<file path="src/rtl/muon_decay_timer_if.sv">
// Event-record handshake between the muon decay timer and the readout/DMA logic.
// The timer is the master (drives the record); the consumer drives evt_ready.
interface muon_decay_timer_if #(
    parameter int NUM_CH = 4,
    parameter int WIDTH  = 16
);
    localparam int CHW = (NUM_CH > 1) ? $clog2(NUM_CH) : 1;

    logic             evt_valid;
    logic             evt_ready;
    logic [WIDTH-1:0] evt_delta;
    logic [CHW-1:0]   evt_start_ch;
    logic [CHW-1:0]   evt_stop_ch;

    modport master (
        output evt_valid,
        output evt_delta,
        output evt_start_ch,
        output evt_stop_ch,
        input  evt_ready
    );

    modport slave (
        input  evt_valid,
        input  evt_delta,
        input  evt_start_ch,
        input  evt_stop_ch,
        output evt_ready
    );
endinterface

</file>
<file path="src/rtl/muon_decay_timer.sv">
// Multi-channel double-pulse timer: deglitch, edge-detect, time start->stop, buffer one record.
// Optional MUON_STATS_EN adds saturating single/double event counters.
module muon_decay_timer #(
    parameter int NUM_CH = 4,
    parameter int WIDTH  = 16
) (
    input  logic              clk,
    input  logic              rst,
    input  logic [NUM_CH-1:0] trig_in,
    input  logic [NUM_CH-1:0] ch_en,
    input  logic [WIDTH-1:0]  window,
    input  logic [WIDTH-1:0]  veto,
    output logic              busy,
    output logic              double_trig,
    output logic [15:0]       drop_count,
`ifdef MUON_STATS_EN
    output logic [31:0]       single_count,
    output logic [31:0]       double_count,
`endif
    muon_decay_timer_if.master evt
);
    localparam int CHW = (NUM_CH > 1) ? $clog2(NUM_CH) : 1;

    typedef enum logic [0:0] {IDLE, ARMED} state_t;

    logic [NUM_CH-1:0] s1_reg, s2_reg, s3_reg;
    logic [NUM_CH-1:0] edge_vec;
    logic              hit;
    logic [CHW-1:0]    hit_ch;

    state_t            state_reg, state_next;
    logic [WIDTH-1:0]  counter_reg, counter_next;
    logic [WIDTH-1:0]  elapsed;
    logic [WIDTH-1:0]  win_reg, veto_reg;
    logic [CHW-1:0]    start_ch_reg;
    logic              latch, accept, expire;

    logic              evt_valid_reg;
    logic [WIDTH-1:0]  evt_delta_reg;
    logic [CHW-1:0]    evt_start_reg, evt_stop_reg;
    logic              double_trig_reg;
    logic [15:0]       drop_count_reg;
    logic              consume, load, drop;

    always_ff @(posedge clk or posedge rst) begin
        if (rst) begin
            s1_reg <= '0;
            s2_reg <= '0;
            s3_reg <= '0;
        end else begin
            s1_reg <= trig_in;
            s2_reg <= s1_reg;
            s3_reg <= s2_reg;
        end
    end

    // A rising edge needs two consecutive high samples, so single-cycle glitches vanish.
    generate
        for (genvar gi = 0; gi < NUM_CH; gi++) begin : g_edge
            assign edge_vec[gi] = s1_reg[gi] & s2_reg[gi] & ~s3_reg[gi] & ch_en[gi];
        end
    endgenerate

    always_comb begin
        hit    = 1'b0;
        hit_ch = '0;
        for (int i = NUM_CH - 1; i >= 0; i--) begin
            if (edge_vec[i]) begin
                hit    = 1'b1;
                hit_ch = CHW'(i);
            end
        end
    end

    // elapsed is the cycle count since the start edge as seen at the current clock edge.
    assign elapsed = counter_reg + WIDTH'(1);
    assign expire  = (state_reg == ARMED) && (elapsed >= win_reg);

    always_comb begin
        state_next   = state_reg;
        counter_next = counter_reg;
        latch        = 1'b0;
        accept       = 1'b0;
        case (state_reg)
            IDLE: begin
                counter_next = '0;
                if (hit) begin
                    latch      = 1'b1;
                    state_next = ARMED;
                end
            end
            ARMED: begin
                counter_next = elapsed;
                if (expire) begin
                    counter_next = '0;
                    if (hit) latch = 1'b1;
                    else     state_next = IDLE;
                end else if (hit && (elapsed > veto_reg)) begin
                    accept       = 1'b1;
                    counter_next = '0;
                    state_next   = IDLE;
                end
            end
            default: begin
                state_next   = IDLE;
                counter_next = '0;
            end
        endcase
    end

    always_ff @(posedge clk or posedge rst) begin
        if (rst) begin
            state_reg    <= IDLE;
            counter_reg  <= '0;
            win_reg      <= '0;
            veto_reg     <= '0;
            start_ch_reg <= '0;
        end else begin
            state_reg   <= state_next;
            counter_reg <= counter_next;
            if (latch) begin
                win_reg      <= window;
                veto_reg     <= veto;
                start_ch_reg <= hit_ch;
            end
        end
    end

    // A record consumed this cycle frees the buffer for a double accepted in the same cycle.
    assign consume = evt_valid_reg & evt.evt_ready;
    assign load    = accept & (~evt_valid_reg | evt.evt_ready);
    assign drop    = accept & ~load;

    always_ff @(posedge clk or posedge rst) begin
        if (rst) begin
            evt_valid_reg   <= 1'b0;
            evt_delta_reg   <= '0;
            evt_start_reg   <= '0;
            evt_stop_reg    <= '0;
            double_trig_reg <= 1'b0;
            drop_count_reg  <= '0;
        end else begin
            double_trig_reg <= accept;
            if (load) begin
                evt_valid_reg <= 1'b1;
                evt_delta_reg <= elapsed;
                evt_start_reg <= start_ch_reg;
                evt_stop_reg  <= hit_ch;
            end else if (consume) begin
                evt_valid_reg <= 1'b0;
            end
            if (drop && (drop_count_reg != 16'hFFFF))
                drop_count_reg <= drop_count_reg + 16'd1;
        end
    end

`ifdef MUON_STATS_EN
    logic [31:0] single_count_reg, double_count_reg;

    always_ff @(posedge clk or posedge rst) begin
        if (rst) begin
            single_count_reg <= '0;
            double_count_reg <= '0;
        end else begin
            if (expire && (single_count_reg != 32'hFFFF_FFFF))
                single_count_reg <= single_count_reg + 32'd1;
            if (accept && (double_count_reg != 32'hFFFF_FFFF))
                double_count_reg <= double_count_reg + 32'd1;
        end
    end

    assign single_count = single_count_reg;
    assign double_count = double_count_reg;
`endif

    assign busy             = (state_reg == ARMED);
    assign double_trig      = double_trig_reg;
    assign drop_count       = drop_count_reg;
    assign evt.evt_valid    = evt_valid_reg;
    assign evt.evt_delta    = evt_delta_reg;
    assign evt.evt_start_ch = evt_start_reg;
    assign evt.evt_stop_ch  = evt_stop_reg;
endmodule

</file>
<file path="src/flat_wrapper.sv">
// flat-port wrapper written by rule: the top's interface ports become plain ports
module muon_decay_timer_flat 
#(
    parameter int NUM_CH = 4,
    parameter int WIDTH  = 16
)
  (clk, rst, trig_in, ch_en, window, veto, busy, double_trig, drop_count, evt_evt_valid, evt_evt_delta, evt_evt_start_ch, evt_evt_stop_ch, evt_evt_ready);
  muon_decay_timer_if #(.NUM_CH(NUM_CH), .WIDTH(WIDTH)) evt_i ();
  input  logic clk;
  input  logic rst;
  input  logic [NUM_CH-1:0] trig_in;
  input  logic [NUM_CH-1:0] ch_en;
  input  logic [WIDTH-1:0] window;
  input  logic [WIDTH-1:0] veto;
  output logic busy;
  output logic double_trig;
  output logic [15:0] drop_count;
  output wire logic [$bits(evt_i.evt_valid)-1:0] evt_evt_valid;
  output wire logic [$bits(evt_i.evt_delta)-1:0] evt_evt_delta;
  output wire logic [$bits(evt_i.evt_start_ch)-1:0] evt_evt_start_ch;
  output wire logic [$bits(evt_i.evt_stop_ch)-1:0] evt_evt_stop_ch;
  input wire logic [$bits(evt_i.evt_ready)-1:0] evt_evt_ready;
  assign evt_evt_valid = evt_i.evt_valid;
  assign evt_evt_delta = evt_i.evt_delta;
  assign evt_evt_start_ch = evt_i.evt_start_ch;
  assign evt_evt_stop_ch = evt_i.evt_stop_ch;
  assign evt_i.evt_ready = evt_evt_ready;
  muon_decay_timer #(.NUM_CH(NUM_CH), .WIDTH(WIDTH)) u_core (.clk(clk), .rst(rst), .trig_in(trig_in), .ch_en(ch_en), .window(window), .veto(veto), .busy(busy), .double_trig(double_trig), .drop_count(drop_count), .evt(evt_i));
endmodule
</file>
<file path="config.mk">
export PLATFORM = sky130hd
export DESIGN_NAME = muon_decay_timer_flat
export DESIGN_NICKNAME = d
export VERILOG_FILES = /design/src/rtl/muon_decay_timer_if.sv /design/src/rtl/muon_decay_timer.sv /design/src/flat_wrapper.sv
export SDC_FILE = /design/constraint.sdc
export NUM_CORES = 1
export LEC_CHECK = 0
export BUFFER_PORTS_ARGS = -buffer_cell sky130_fd_sc_hd__buf_2
export CAP_MARGIN = 20
export CORE_ASPECT_RATIO = 0.9
export CORE_UTILIZATION = 60
export CTS_BUF_LIST = sky130_fd_sc_hd__clkbuf_16
export CTS_CLUSTER_SIZE = 16
export DETAILED_ROUTE_END_ITERATION = 16
export PLACE_DENSITY = 0.82
export SETUP_SLACK_MARGIN = 0.4
export SYNTH_ARGS = -nofsm -noshare
export SYNTH_HDL_FRONTEND = slang
export SYNTH_SLANG_ARGS = --single-unit
</file>
<file path="constraint.sdc">
create_clock -name clk -period 6.75 [get_ports clk]
set_input_delay 0.3375 -clock clk [delete_from_list [all_inputs] [get_ports clk]]
set_output_delay 0.3375 -clock clk [all_outputs]
set_load 0.01 [all_outputs]
</file>
==> load_flow_metrics.sql <==
INSERT INTO impl_metrics (metric_group, metric, value, unit) VALUES
('layout', 'syn_to_final_growth', '15.52', '%'),
('power', 'total_power', '1.943', 'mW'),
('placement', 'place.detailed.hpwl', '7468', 'um'),
('route', 'drt_first_iter_violations', '141', ''),
('synthesis', 'ys.flop_type', 'sky130_fd_sc_hd__dfrtp_1', ''),
('worst_setup_path', 'setup.worst_path.start_class', 'flop', ''),
('worst_setup_path', 'critPathRequiredTime', '6970', 'ps'),
('layout', 'layout-drive-gt1-share', '31.29', '%'),
('clocking', 'clock-root-buffer', 'sky130_fd_sc_hd__clkbuf_16', ''),
('worst_setup_path', 'critical_path_peak_fanout', '22', ''),
('timing', 'maxClockFrequency', '224.8', 'MHz'),
('grt', 'globalRouteMet2Util', '43.28', '%'),
('power', 'p_sw_share', '30.28', '%'),
('synthesis', 'synth_seq_area_share', '50.15', '%'),
('grt', 'grt_antenna_before_repair', '0', ''),
('floorplanning', 'floorplan.die.height', '88.95', 'um'),
('route', 'drt_pre_antenna_iters', '5', ''),
('grt', 'first_global_vias', '3472', ''),
('floorplanning', 'fp.dieW', '98.61', 'um'),
('synthesis', 'number_of_synthesized_flops_with_an_enable_pin', '0', ''),
('timing', 'setup_viol_count_final', '0', ''),
('timing', 'final.min_clock_period', '4448', 'ps'),
('route', 'vias', '3356', ''),
('layout', 'seqCellArea', '2527', 'sq um'),
('floorplanning', 'initial_utilization', '62.17', '%'),
('layout', 'multi_input_area', '2287', 'sq um'),
('floorplanning', 'die_area', '8770', 'sq um'),
('grt', 'gr-max-usage-layer', 'met2', ''),
('power', 'power_share_of_the_clock_group', '27.8', '%'),
('grt', 'gr-total-overflow', '0', ''),
('worst_setup_path', 'timing.reg2reg.setup_slack', '2300', 'ps'),
('synthesis', 'yosysWarningCount', '0', ''),
('worst_setup_path', 'worst_ep_arrival_time', '4670', 'ps'),
('placement', 'placed_cells_incl_taps', '588', ''),
('power', 'p_sw', '0.5885', 'mW'),
('synthesis', 'async_reset_ff_share', '100.0', '%'),
('timing', 'slew_headroom', '44.19', '%'),
('power', 'power_density', '333.8', 'nW/um^2'),
('timing', 'timing.final.max_slew_violations', '0', ''),
('power', 'share_seq_of_total_power', '42.1', '%'),
('synthesis', 'synth_nets', '491', ''),
('clocking', 'worstSkewPairLatency', '340', 'ps'),
('route', 'total_routed_length', '10270', 'um'),
('worst_hold_path', 'worst_hold_path_type', 'primary input to asynchronous set/reset pin', ''),
('worst_setup_path', 'end_kind', 'flop', ''),
('run_status', 'run_status', 'completed', ''),
('clocking', 'cts-resized-gates', '0', ''),
('timing', 'rsz0062_at_grt', 'no', ''),
('layout', 'post_layout_nonfiller_instances', '604', ''),
('power', 'power_leakage', '3.182', 'nW'),
('clocking', 'h-tree-depth', '3', ''),
('clocking', 'cts_max_path_buffers', '2', ''),
('timing', 'clock-skew-final', '9.505', 'ps'),
('synthesis', 'synth.distinct_cells', '52', ''),
('clocking', 'cts_inserted_buffers', '9', ''),
('grt', 'grt.met3_usage', '5.082', '%'),
('clocking', 'cts_num_sinks', '101', ''),
('placement', 'gp_congestion', '0.8286', ''),
('flow_run', 'maxCapViolCount', '0', ''),
('layout', 'fill_cells', '565', ''),
('synthesis', 'syn_avg_cell_area', '12.17', 'sq um'),
('synthesis', 'synthesis.area', '5040', 'sq um'),
('layout', 'num_antenna_cells', '0', ''),
('clocking', 'cts_hold_buf', '0', ''),
('synthesis', 'ys_ff_latch', '101', ''),
('grt', 'global_route.usage.total', '25.62', '%'),
('grt', 'grt_start_max_net_pins', '57', ''),
('grt', 'met1_usage', '33.23', '%'),
('floorplanning', 'placement_rows', '31', ''),
('timing', 'fin_tns_setup', '0', 'ps'),
('clocking', 'post_cts_setup_inserts', '0', '');
-- per-stage QoR --
stage | worst slack, ps | cell area (sq um) | hold slack [ps]
final | 2302 | 5822 | 51.12
after global routing | 1918 | 5822 | 86.90
after CTS | 2336 | 5822 | 92.47
after detailed placement | 2405 | 5508 | 359.8
after global placement | 2525 | 5508 | 351.5
after floorplan | 3451 | 5040 | 346.8
-- worst max-delay path, stage by stage (launching register included) --
cell	delay, ps
sky130_fd_sc_hd__dfrtp_1	400
sky130_fd_sc_hd__and3_1	220
sky130_fd_sc_hd__nand3_1	110
sky130_fd_sc_hd__nor3_1	350
sky130_fd_sc_hd__nand4_1	190
sky130_fd_sc_hd__xnor2_1	430
sky130_fd_sc_hd__ha_1	340
sky130_fd_sc_hd__and4_1	260
sky130_fd_sc_hd__a311oi_1	250
sky130_fd_sc_hd__o21ai_0	340
sky130_fd_sc_hd__o22ai_4	560
sky130_fd_sc_hd__buf_4	470
sky130_fd_sc_hd__mux2_2	400
-- path summary, 6_finish.rpt --
check | startpoint | end | cells past startpoint
max | u_core.counter_reg[5] | u_core.veto_reg[11] | 12
max in group asynchronous | rst | u_core.win_reg[1] | 3
max reg2reg | u_core.counter_reg[5] | u_core.veto_reg[11] | 12
min reg2reg | u_core.s2_reg[2] | u_core.s3_reg[2] | 0
min | rst | u_core.win_reg[14] | 2
min in group clk | trig_in[1] | u_core.s1_reg[1] | 1
-- power by group through the flow --
stage	logic, mW	clock network (mW)	registers, mW
global route	0.654	0.571	0.830
global placement	0.555	0	0.818
finish	0.586	0.539	0.819
CTS	0.592	0.546	0.817
floorplan	0.465	0	0.796
detailed placement	0.583	0	0.822
-- per-layer routing --
metal | routed length (um) | vias up | part of all wire (%)
met3 | 315 | 20 | 3.1
met1 | 4766 | 1652 | 46
met2 | 4986 | 75 | 49
met4 | 202 | 0 | 2.0
met5 | 0 | - | 0
li1 | - | 1609 | -
-- synthesized netlist by cell type, types with 6 or more instances --
cell type	instances	share of area [%]
sky130_fd_sc_hd__a21oi_1	13	1.3
sky130_fd_sc_hd__mux2_2	22	4.9
sky130_fd_sc_hd__nor2_1	19	1.4
sky130_fd_sc_hd__nand4_1	9	1.1
sky130_fd_sc_hd__inv_1	39	2.9
sky130_fd_sc_hd__o21ai_0	8	0.79
sky130_fd_sc_hd__nor2b_1	11	1.4
sky130_fd_sc_hd__nand2_1	26	1.9
sky130_fd_sc_hd__ha_1	34	8.4
sky130_fd_sc_hd__mux2_4	27	8.0
sky130_fd_sc_hd__xor2_1	16	2.8
sky130_fd_sc_hd__and2b_1	6	0.89
sky130_fd_sc_hd__nand3_1	15	1.5
sky130_fd_sc_hd__dfrtp_1	101	50
sky130_fd_sc_hd__xnor2_1	12	2.1
-- cell families after synthesis --
logic type	after synthesis	synth area share (%)
AND/OR/NAND/NOR	115	12.88
adder cells (fa/ha/maj)	34	8.441
buffers and inverters	47	4.468
AO/OA/AOI/OAI	39	6.033
multiplexers	50	13.16
flip-flops	101	50.15
XOR/XNOR	28	4.866
-- cell type report --
type                            instances  area share [%]
Timing Repair Buffer                   83           7.221
Inverter                               39           2.557
Sequential cell                       101           43.41
Clock buffer                            9           3.868
Tap cell                               99           2.128
Multi-Input combinational cell        266           39.29
Clock inverter                          7           1.526
Note: power is estimated with default switching activity, not from simulation.
